$ cat src/rtl/mainm_arbiter_pkg.sv
// Shared state encoding, bus payload type and constants for the main-memory arbiter.
package mainm_arbiter_pkg;

    localparam int unsigned GID_W  = 2;
    localparam int unsigned DATA_W = 32;

    localparam logic [DATA_W-1:0] BUS_ERR_DATA = 32'hFFFF_FFFF;

    typedef enum logic [1:0] {
        ST_IDLE  = 2'd0,
        ST_ISSUE = 2'd1,
        ST_WAIT  = 2'd2
    } state_e;

    // One requester's view of the downstream bus; rd is already masked by we.
    typedef struct packed {
        logic [DATA_W-1:0] a;
        logic [DATA_W-1:0] d;
        logic              we;
        logic              rd;
    } mem_req_t;

endpackage

$ cat src/rtl/rr_pick.sv
// Combinational round-robin pick starting after the last owner; a locked last owner wins outright.
module rr_pick
    import mainm_arbiter_pkg::*;
#(
    parameter int unsigned NREQ = 3
) (
    input  logic [NREQ-1:0]  req_i,
    input  logic [NREQ-1:0]  lock_i,
    input  logic [GID_W-1:0] last_i,
    output logic [GID_W-1:0] win_o,
    output logic             valid_o
);

    logic [GID_W-1:0] idx;
    logic             found;

    always_comb begin
        win_o   = last_i;
        found   = lock_i[last_i] & req_i[last_i];
        idx     = '0;
        valid_o = |req_i;
        for (int unsigned k = 1; k <= NREQ; k++) begin
            idx = GID_W'((32'(last_i) + k) % NREQ);
            if (!found && req_i[idx]) begin
                win_o = idx;
                found = 1'b1;
            end
        end
    end

endmodule

$ cat src/rtl/mainm_arbiter.sv
// Arbitrates NREQ requesters onto one memory port: round-robin with lock,
// combinational completion and a bus-error timeout.
module mainm_arbiter
    import mainm_arbiter_pkg::*;
#(
    parameter int unsigned NREQ    = 3,
    parameter int unsigned TIMEOUT = 1024
) (
    input  logic                   clk,
    input  logic                   rst,
    input  logic [NREQ*DATA_W-1:0] req_a,
    input  logic [NREQ*DATA_W-1:0] req_d,
    input  logic [NREQ-1:0]        req_we,
    input  logic [NREQ-1:0]        req_rd,
    output logic [DATA_W-1:0]      req_spo,
    output logic [NREQ-1:0]        req_ready,
    output logic [DATA_W-1:0]      mem_a,
    output logic [DATA_W-1:0]      mem_d,
    output logic                   mem_we,
    output logic                   mem_rd,
    input  logic [DATA_W-1:0]      mem_spo,
    input  logic                   mem_ready,
    input  logic [NREQ-1:0]        lock,
    output logic [GID_W-1:0]       grant_id,
    output logic                   busy,
    output logic                   err
);

    localparam int unsigned      CNT_W    = (TIMEOUT > 1) ? $clog2(TIMEOUT) : 1;
    localparam logic [CNT_W-1:0] CNT_TERM = CNT_W'(TIMEOUT - 1);

    state_e           state_q, state_d;
    logic [GID_W-1:0] grant_q, grant_d;
    logic [GID_W-1:0] last_q, last_d;
    logic [CNT_W-1:0] cnt_q, cnt_d;
    logic [NREQ-1:0]  req_any;
    logic [GID_W-1:0] pick_win;
    logic             pick_valid;
    mem_req_t         port [NREQ];
    mem_req_t         sel;

    // Unpack the flat buses; both strobes set counts as a write.
    for (genvar i = 0; i < NREQ; i++) begin : g_port
        assign port[i] = {req_a[i*DATA_W +: DATA_W], req_d[i*DATA_W +: DATA_W],
                          req_we[i], req_rd[i] & ~req_we[i]};
    end

    assign req_any  = req_rd | req_we;
    assign sel      = port[grant_q];
    assign grant_id = grant_q;
    assign busy     = (state_q != ST_IDLE);

    rr_pick #(
        .NREQ(NREQ)
    ) u_pick (
        .req_i  (req_any),
        .lock_i (lock),
        .last_i (last_q),
        .win_o  (pick_win),
        .valid_o(pick_valid)
    );

    always_ff @(posedge clk) begin
        if (!rst) begin
            state_q <= ST_IDLE;
            grant_q <= '0;
            last_q  <= GID_W'(NREQ - 1);
            cnt_q   <= '0;
        end else begin
            state_q <= state_d;
            grant_q <= grant_d;
            last_q  <= last_d;
            cnt_q   <= cnt_d;
        end
    end

    always_comb begin
        state_d   = state_q;
        grant_d   = grant_q;
        last_d    = last_q;
        cnt_d     = cnt_q;
        req_ready = '0;
        req_spo   = '0;
        err       = 1'b0;
        mem_a     = '0;
        mem_d     = '0;
        mem_we    = 1'b0;
        mem_rd    = 1'b0;
        unique case (state_q)
            ST_IDLE: begin
                if (pick_valid) begin
                    grant_d = pick_win;
                    cnt_d   = '0;
                    state_d = ST_ISSUE;
                end
            end
            ST_ISSUE, ST_WAIT: begin
                mem_a  = sel.a;
                mem_d  = sel.d;
                mem_we = sel.we;
                mem_rd = sel.rd;
                if (state_q == ST_WAIT && cnt_q != CNT_TERM) begin
                    cnt_d = cnt_q + CNT_W'(1);
                end
                // A real completion beats the terminal count in the same cycle.
                if (mem_ready) begin
                    req_ready = NREQ'(1) << grant_q;
                    req_spo   = mem_spo;
                    last_d    = grant_q;
                    state_d   = ST_IDLE;
                end else if (state_q == ST_WAIT && cnt_q == CNT_TERM) begin
                    req_ready = NREQ'(1) << grant_q;
                    req_spo   = BUS_ERR_DATA;
                    err       = 1'b1;
                    last_d    = grant_q;
                    state_d   = ST_IDLE;
                end else begin
                    state_d = ST_WAIT;
                end
            end
            default: state_d = ST_IDLE;
        endcase
        // Outputs stay quiet while reset is held so an aborted transfer never completes.
        if (!rst) begin
            req_ready = '0;
            req_spo   = '0;
            err       = 1'b0;
            mem_we    = 1'b0;
            mem_rd    = 1'b0;
        end
    end

endmodule

$ cat config.mk
export PLATFORM = sky130hd
export DESIGN_NAME = mainm_arbiter
export DESIGN_NICKNAME = d
export VERILOG_FILES = /design/src/rtl/mainm_arbiter_pkg.sv /design/src/rtl/rr_pick.sv /design/src/rtl/mainm_arbiter.sv
export SDC_FILE = /design/constraint.sdc
export NUM_CORES = 1
export LEC_CHECK = 0
export ABC_AREA = 1
export BUFFER_PORTS_ARGS = -buffer_cell sky130_fd_sc_hd__buf_2
export CELL_PAD_IN_SITES_DETAIL_PLACEMENT = 0
export CELL_PAD_IN_SITES_GLOBAL_PLACEMENT = 1
export CORE_ASPECT_RATIO = 0.5
export CORE_MARGIN = 4
export CORE_UTILIZATION = 23
export DETAILED_ROUTE_END_ITERATION = 10
export GPL_ROUTABILITY_DRIVEN = 0
export HOLD_SLACK_MARGIN = 0.08
export PLACE_DENSITY = 0.95
export SYNTH_ARGS = -nofsm -noshare
export SYNTH_HDL_FRONTEND = slang
export SYNTH_SLANG_ARGS = --single-unit
export TNS_END_PERCENT = 50
$ cat constraint.sdc
create_clock -name clk -period 3.6 [get_ports clk]
set_input_delay 0.36 -clock clk [delete_from_list [all_inputs] [get_ports clk]]
set_output_delay 0.36 -clock clk [all_outputs]
set_load 0.01 [all_outputs]
# Word level (Yosys, flattened, before mapping)
# Cells that the tools add are included.
# op_classes
reduce_logical	17
n_lt_le_gt_ge	5
addsub	4
n_eq_ne	6
div_mod_pow	3
mux	45
n_bitwise	9
n_shift	1
# ops
operator	count
$mux W32	6
$bmux W66 S2	1
$mux W66	2
$mod A32 B2 Y32 const B	3
$mux W10	2
$pmux W10 S2	1
$mux W2	8
$mux W1	15
$lt A2 B3 Y1 const B	4
$mux W3	4
$add A10 B1 Y10 const B	1
$bmux W1 S2	5
$eq A10 B10 Y1 const B	1
$ne A10 B10 Y1 const B	1
$add A2 B2 Y3 const B	2
$reduce_bool A2 Y1	3
$logic_and A1 B1 Y1	5
$and A1 B1 Y1	4
$ne A2 B2 Y1 const B	2
$pmux W2 S2	1
$reduce_and A2 Y1	2
$add A2 B1 Y3 const B	1
$ge A3 B3 Y1 const B	1
$logic_not A1 Y1	3
10 further kinds	12
# word_totals
output_inout_bits	105
in_bits	236
elab_cells	94
register_bits	16

# Logic depth before layout (Yosys ltp)
# depth
word_depth	13
ltp_mapped	14
depth_no_buf	14

# By module
# From an unflattened synthesis, not the netlist that was laid out.
# hier_totals
cells_unflattened	716
area_unflattened_um2	3689.8
# by_module_without_submodules
module	cells_each	seq_area_each_um2	area_per_inst_um2	instances
mainm_arbiter	657	320.3	3367.0	1
rr_pick	59	0.0	322.8	1

# Least setup slack after synthesis
# Ideal clock, no wire load.
# synth_path
path_kind	flip-flop to output port
start	reg state_q[0]
end	out mem_rd
stages_incl_launch_ff	6
t_required_ns	3.240
path_slack_ns	1.704
t_arrival_ns	1.536
n_path_buf	1
cell_sequence	dfxtp_1 > inv_1 > ha_1 > buf_6 > nand2_1 > a2111oi_0
# synth_between
elab_chain_cells	4
word_cells_on_any_way	5
classes_between	eq/ne (2); mux (2); reduce/logical (1)
# synth_lines
element	line	source
start: declaration	mainm_arbiter.sv:32	state_e state_q, state_d;
start signal: assignment	mainm_arbiter.sv:70	state_q <= state_d;
$eq A2 B2 Y1 / $eq A2 B1 Y1 (equally long branches)	mainm_arbiter.sv:89	unique case (state_q)
$reduce_or A2 Y1 *	mainm_arbiter.sv:89	
$mux W1 *	mainm_arbiter.sv:89	
$mux W1 *	mainm_arbiter.sv:124	if (!rst) begin
end: declaration	mainm_arbiter.sv:20	output logic mem_rd,
# Every way passes the cells marked *; elsewhere a longest branch is shown, timed or not.

# Worst setup path in the final report
# layout_path
start	reg grant_q[1] (netlist: grant_id[1])
end	out mem_d[12]
# layout_between
elab_chain_cells	5
# layout_lines
element	line	source
start: declaration	mainm_arbiter.sv:33	logic [GID_W-1:0] grant_q, grant_d;
start signal: assignment	mainm_arbiter.sv:71	grant_q <= grant_d;
$not A2 Y3 (implied by the code)	mainm_arbiter.sv:49	assign sel = port[grant_q];
$bmux W66 S2	mainm_arbiter.sv:49	
$mux W66 (implied by the code) (2 in a row)	mainm_arbiter.sv:49	
$mux W32	mainm_arbiter.sv:89	
end: declaration	mainm_arbiter.sv:18	output logic [DATA_W-1:0] mem_d,
# No other way between the ends. The select of a mux whose other input is x is not followed.

==> impl_metrics.ini <==
[global_routing]
use_met2_pct = 28.5
top_usage_layer = met2
grt_pass1_wl_um = 24000
grt_max_degree = 67
overflow = 0
antenna_found_initial = 0
grt_usage_pct = 16.6
grt_pass1_vias = 4854
met3_usage_pct = 2.67
grtUsageMet1_pct = 22.4

[critical_path]
critical_path_class = reg -> out
rr_endpoint = last_q[1]
startpoint_type = flip-flop
rrSetupSlack_ns = 1.43
cp-end-kind = primary output
rr_worst_depth = 6
crit_required_ns = 3.24
path_max_fanout = 32
arrival_ns = 2.25
critPathLaunch = grant_id[1]
setup.worst_path.end = mem_d[12]
r2r_start = state_q[1]

[clock_tree]
postCtsHoldBufs = 0
cts_setup_buffers = 0
ctsRootBufferMaster = clkbuf_16
clock_sinks = 16
cts-resized-gates = 0
cts_tree = yes
clk_pin_slew_ns = 0.05
numCtsBuffers = 3
clock_latency_ns = 0.25
cts_buffer_depth = 2
htree_levels = 1

[drt]
drt-total-wl_um = 15900
via_count = 5401
dr.pass1.iters = 5
postRouteAntennaNets = 0
avgViaCountPerCell = 4.45
wl_per_cell_um = 13.1
drt_iter0_drc = 327
drc = 0

[placed_design]
dp_hpwl_um = 12800
portBuffers = 340
place_area_um2 = 5220
dp_cells = 1210

[power]
max-vdd-ir-drop_mv = 0.269
p_int_w = 0.000802
p_comb_share_pct = 72.6
pwr_density_cell_nw_per_um2 = 311
p_sw_w = 0.000851
clock_power_share_pct = 14.4
leakage_nw = 3.52
pwr-share-seq_pct = 13.0
p_sw_share_pct = 51.5
power_w = 0.00165

[floorplanning]
start_util_pct = 23.6
dieWidth_um = 181
die_h_um = 94.3
core_area_um2 = 14500
rows = 31
die_area_um2 = 17000
io_pins = 341

[finish]
num-fill-cells = 1624
nets = 1260
drive_gt1_share_pct = 39.1
finalNonFillerCells = 1214
areaGrowthSynthToFinish_pct = 55.1
final_area_um2 = 5310
num_antenna_cells = 0
multiInputGateArea_um2 = 2530
regArea_um2 = 322

[timing]
timing.final.crit_share_pct = 72.4
slew_headroom_pct = 46.7
hold_violations = 0
rsz0062_at_grt = no
period_needed_ns = 2.61
finClkSkew_ns = 0.00134
setup_viol = 0
maxSlewViolCount = 0
timing.fmax_mhz = 384
fin_tns_setup_ns = 0
worst_pin_slew_ns = 0.798

[synthesis]
netlist_area_um2 = 3420
synth_edf_count = 0
synth_top_cell_area_share_pct = 28.7
synthTopCellsByCount = nand2_1 (262), nand3_1 (143), inv_1 (97)
ys_seq_area_share_pct = 9.35
synth_area_per_cell_um2 = 4.82
netlist_top_cells_area = nand2_1 (29%), nand3_1 (21%), inv_1 (11%)
yosys.area.top_type = nand2_1
ys.flop_type = dfxtp_1
post-synth-top-count-cell = nand2_1
synth_warnings = 0
ys_ff_latch = 16
synth_cells = 710
synth_fp_nets = 953
ys_types = 28
async_reset_ff_share_pct = 0

[worst_hold_path]
hp-class = reg -> reg
hold_depth = 2

[job]
maxCapViolCount = 0

[status]
status = finished clean
## flip-flops by register name, indices dropped and copies added, names as in the netlist
signal / cells
grant_id: 2
state_q: 2
last_q: 2
cnt_q: 10
## worst min-delay path by stage
stage                        start         to  slack, ns
after floorplan           cnt_q[8]   cnt_q[8]       0.43
after global placement    cnt_q[8]   cnt_q[8]       0.44
after detailed placement  cnt_q[8]   cnt_q[8]       0.44
after CTS                 cnt_q[8]   cnt_q[8]       0.45
after global routing           rst  last_q[0]       0.46
final                     cnt_q[8]   cnt_q[8]       0.45
## routing by layer
metal / routed length (um) / vias to the layer above
met5: 0 / -
met4: 134 / 0
met3: 1280 / 10
met2: 7690 / 231
met1: 6760 / 2370
li1: - / 2790
## power groups by stage
stage	logic (W)	registers [W]	clock network, W
3_3_place_gp	0.00119	0.000217	0
6_report	0.00120	0.000214	0.000238
3_5_place_dp	0.00120	0.000218	0
5_1_grt	0.00135	0.000217	0.000251
2_1_floorplan	0.000778	0.000203	0
4_1_cts	0.00120	0.000214	0.000245
## cells in the final DEF (no fill, tap or decap), types with 2 or more instances in the layout
cell,count
xor2_1,3
nand2_1,262
dfxtp_1,15
nor2_2,31
nand2_2,4
inv_1,96
nor2_1,60
buf_4,7
buf_2,340
nor2_4,3
clkbuf_16,3
xnor2_1,2
nand3b_1,2
nand3_1,143
ha_1,6
nor3_1,2
inv_2,3
nand3_2,2
o21ai_0,7
a21oi_1,15
## logic make-up (layout without fill, tap and decap cells)
kind of cell | Yosys count | after routing | synth area share [%]
AND/OR/NAND/NOR | 511 | 511 | 65.1
flip-flops | 16 | 16 | 9.35
adder cells (fa/ha/maj) | 7 | 7 | 2.56
XOR/XNOR | 5 | 5 | 1.28
buffers and inverters | 144 | 450 | 17.4
AO/OA/AOI/OAI | 27 | 27 | 4.28
## critical path, cell delays in order, from the launching register on
cell     delay (ns)
dfxtp_1        0.44
inv_2          0.08
nor2_4         0.60
buf_4          0.39
nand2_1        0.09
nand3_1        0.08
nand2_1        0.06
inv_1          0.09
buf_2          0.13
## through the flow
stage | setup WS [ns] | utilization [%] | hold WS [ns]
global route | 0.823 | 36.6 | 0.462
CTS | 0.980 | 36.6 | 0.451
finish | 0.994 | 36.6 | 0.449
floorplan | 1.70 | - | 0.428
global placement | 1.28 | 36.0 | 0.439
detailed placement | 1.25 | 36.0 | 0.443
## area by class of cell
| type | count | share of cell area [%] |
|---|---|---|
| Timing Repair Buffer | 347 | 33.0 |
| Sequential cell | 16 | 6.06 |
| Clock buffer | 4 | 1.67 |
| Inverter | 99 | 7.00 |
| Multi-Input combinational cell | 550 | 47.6 |
| Tap cell | 198 | 4.67 |
(Power assumes the default switching activity.)
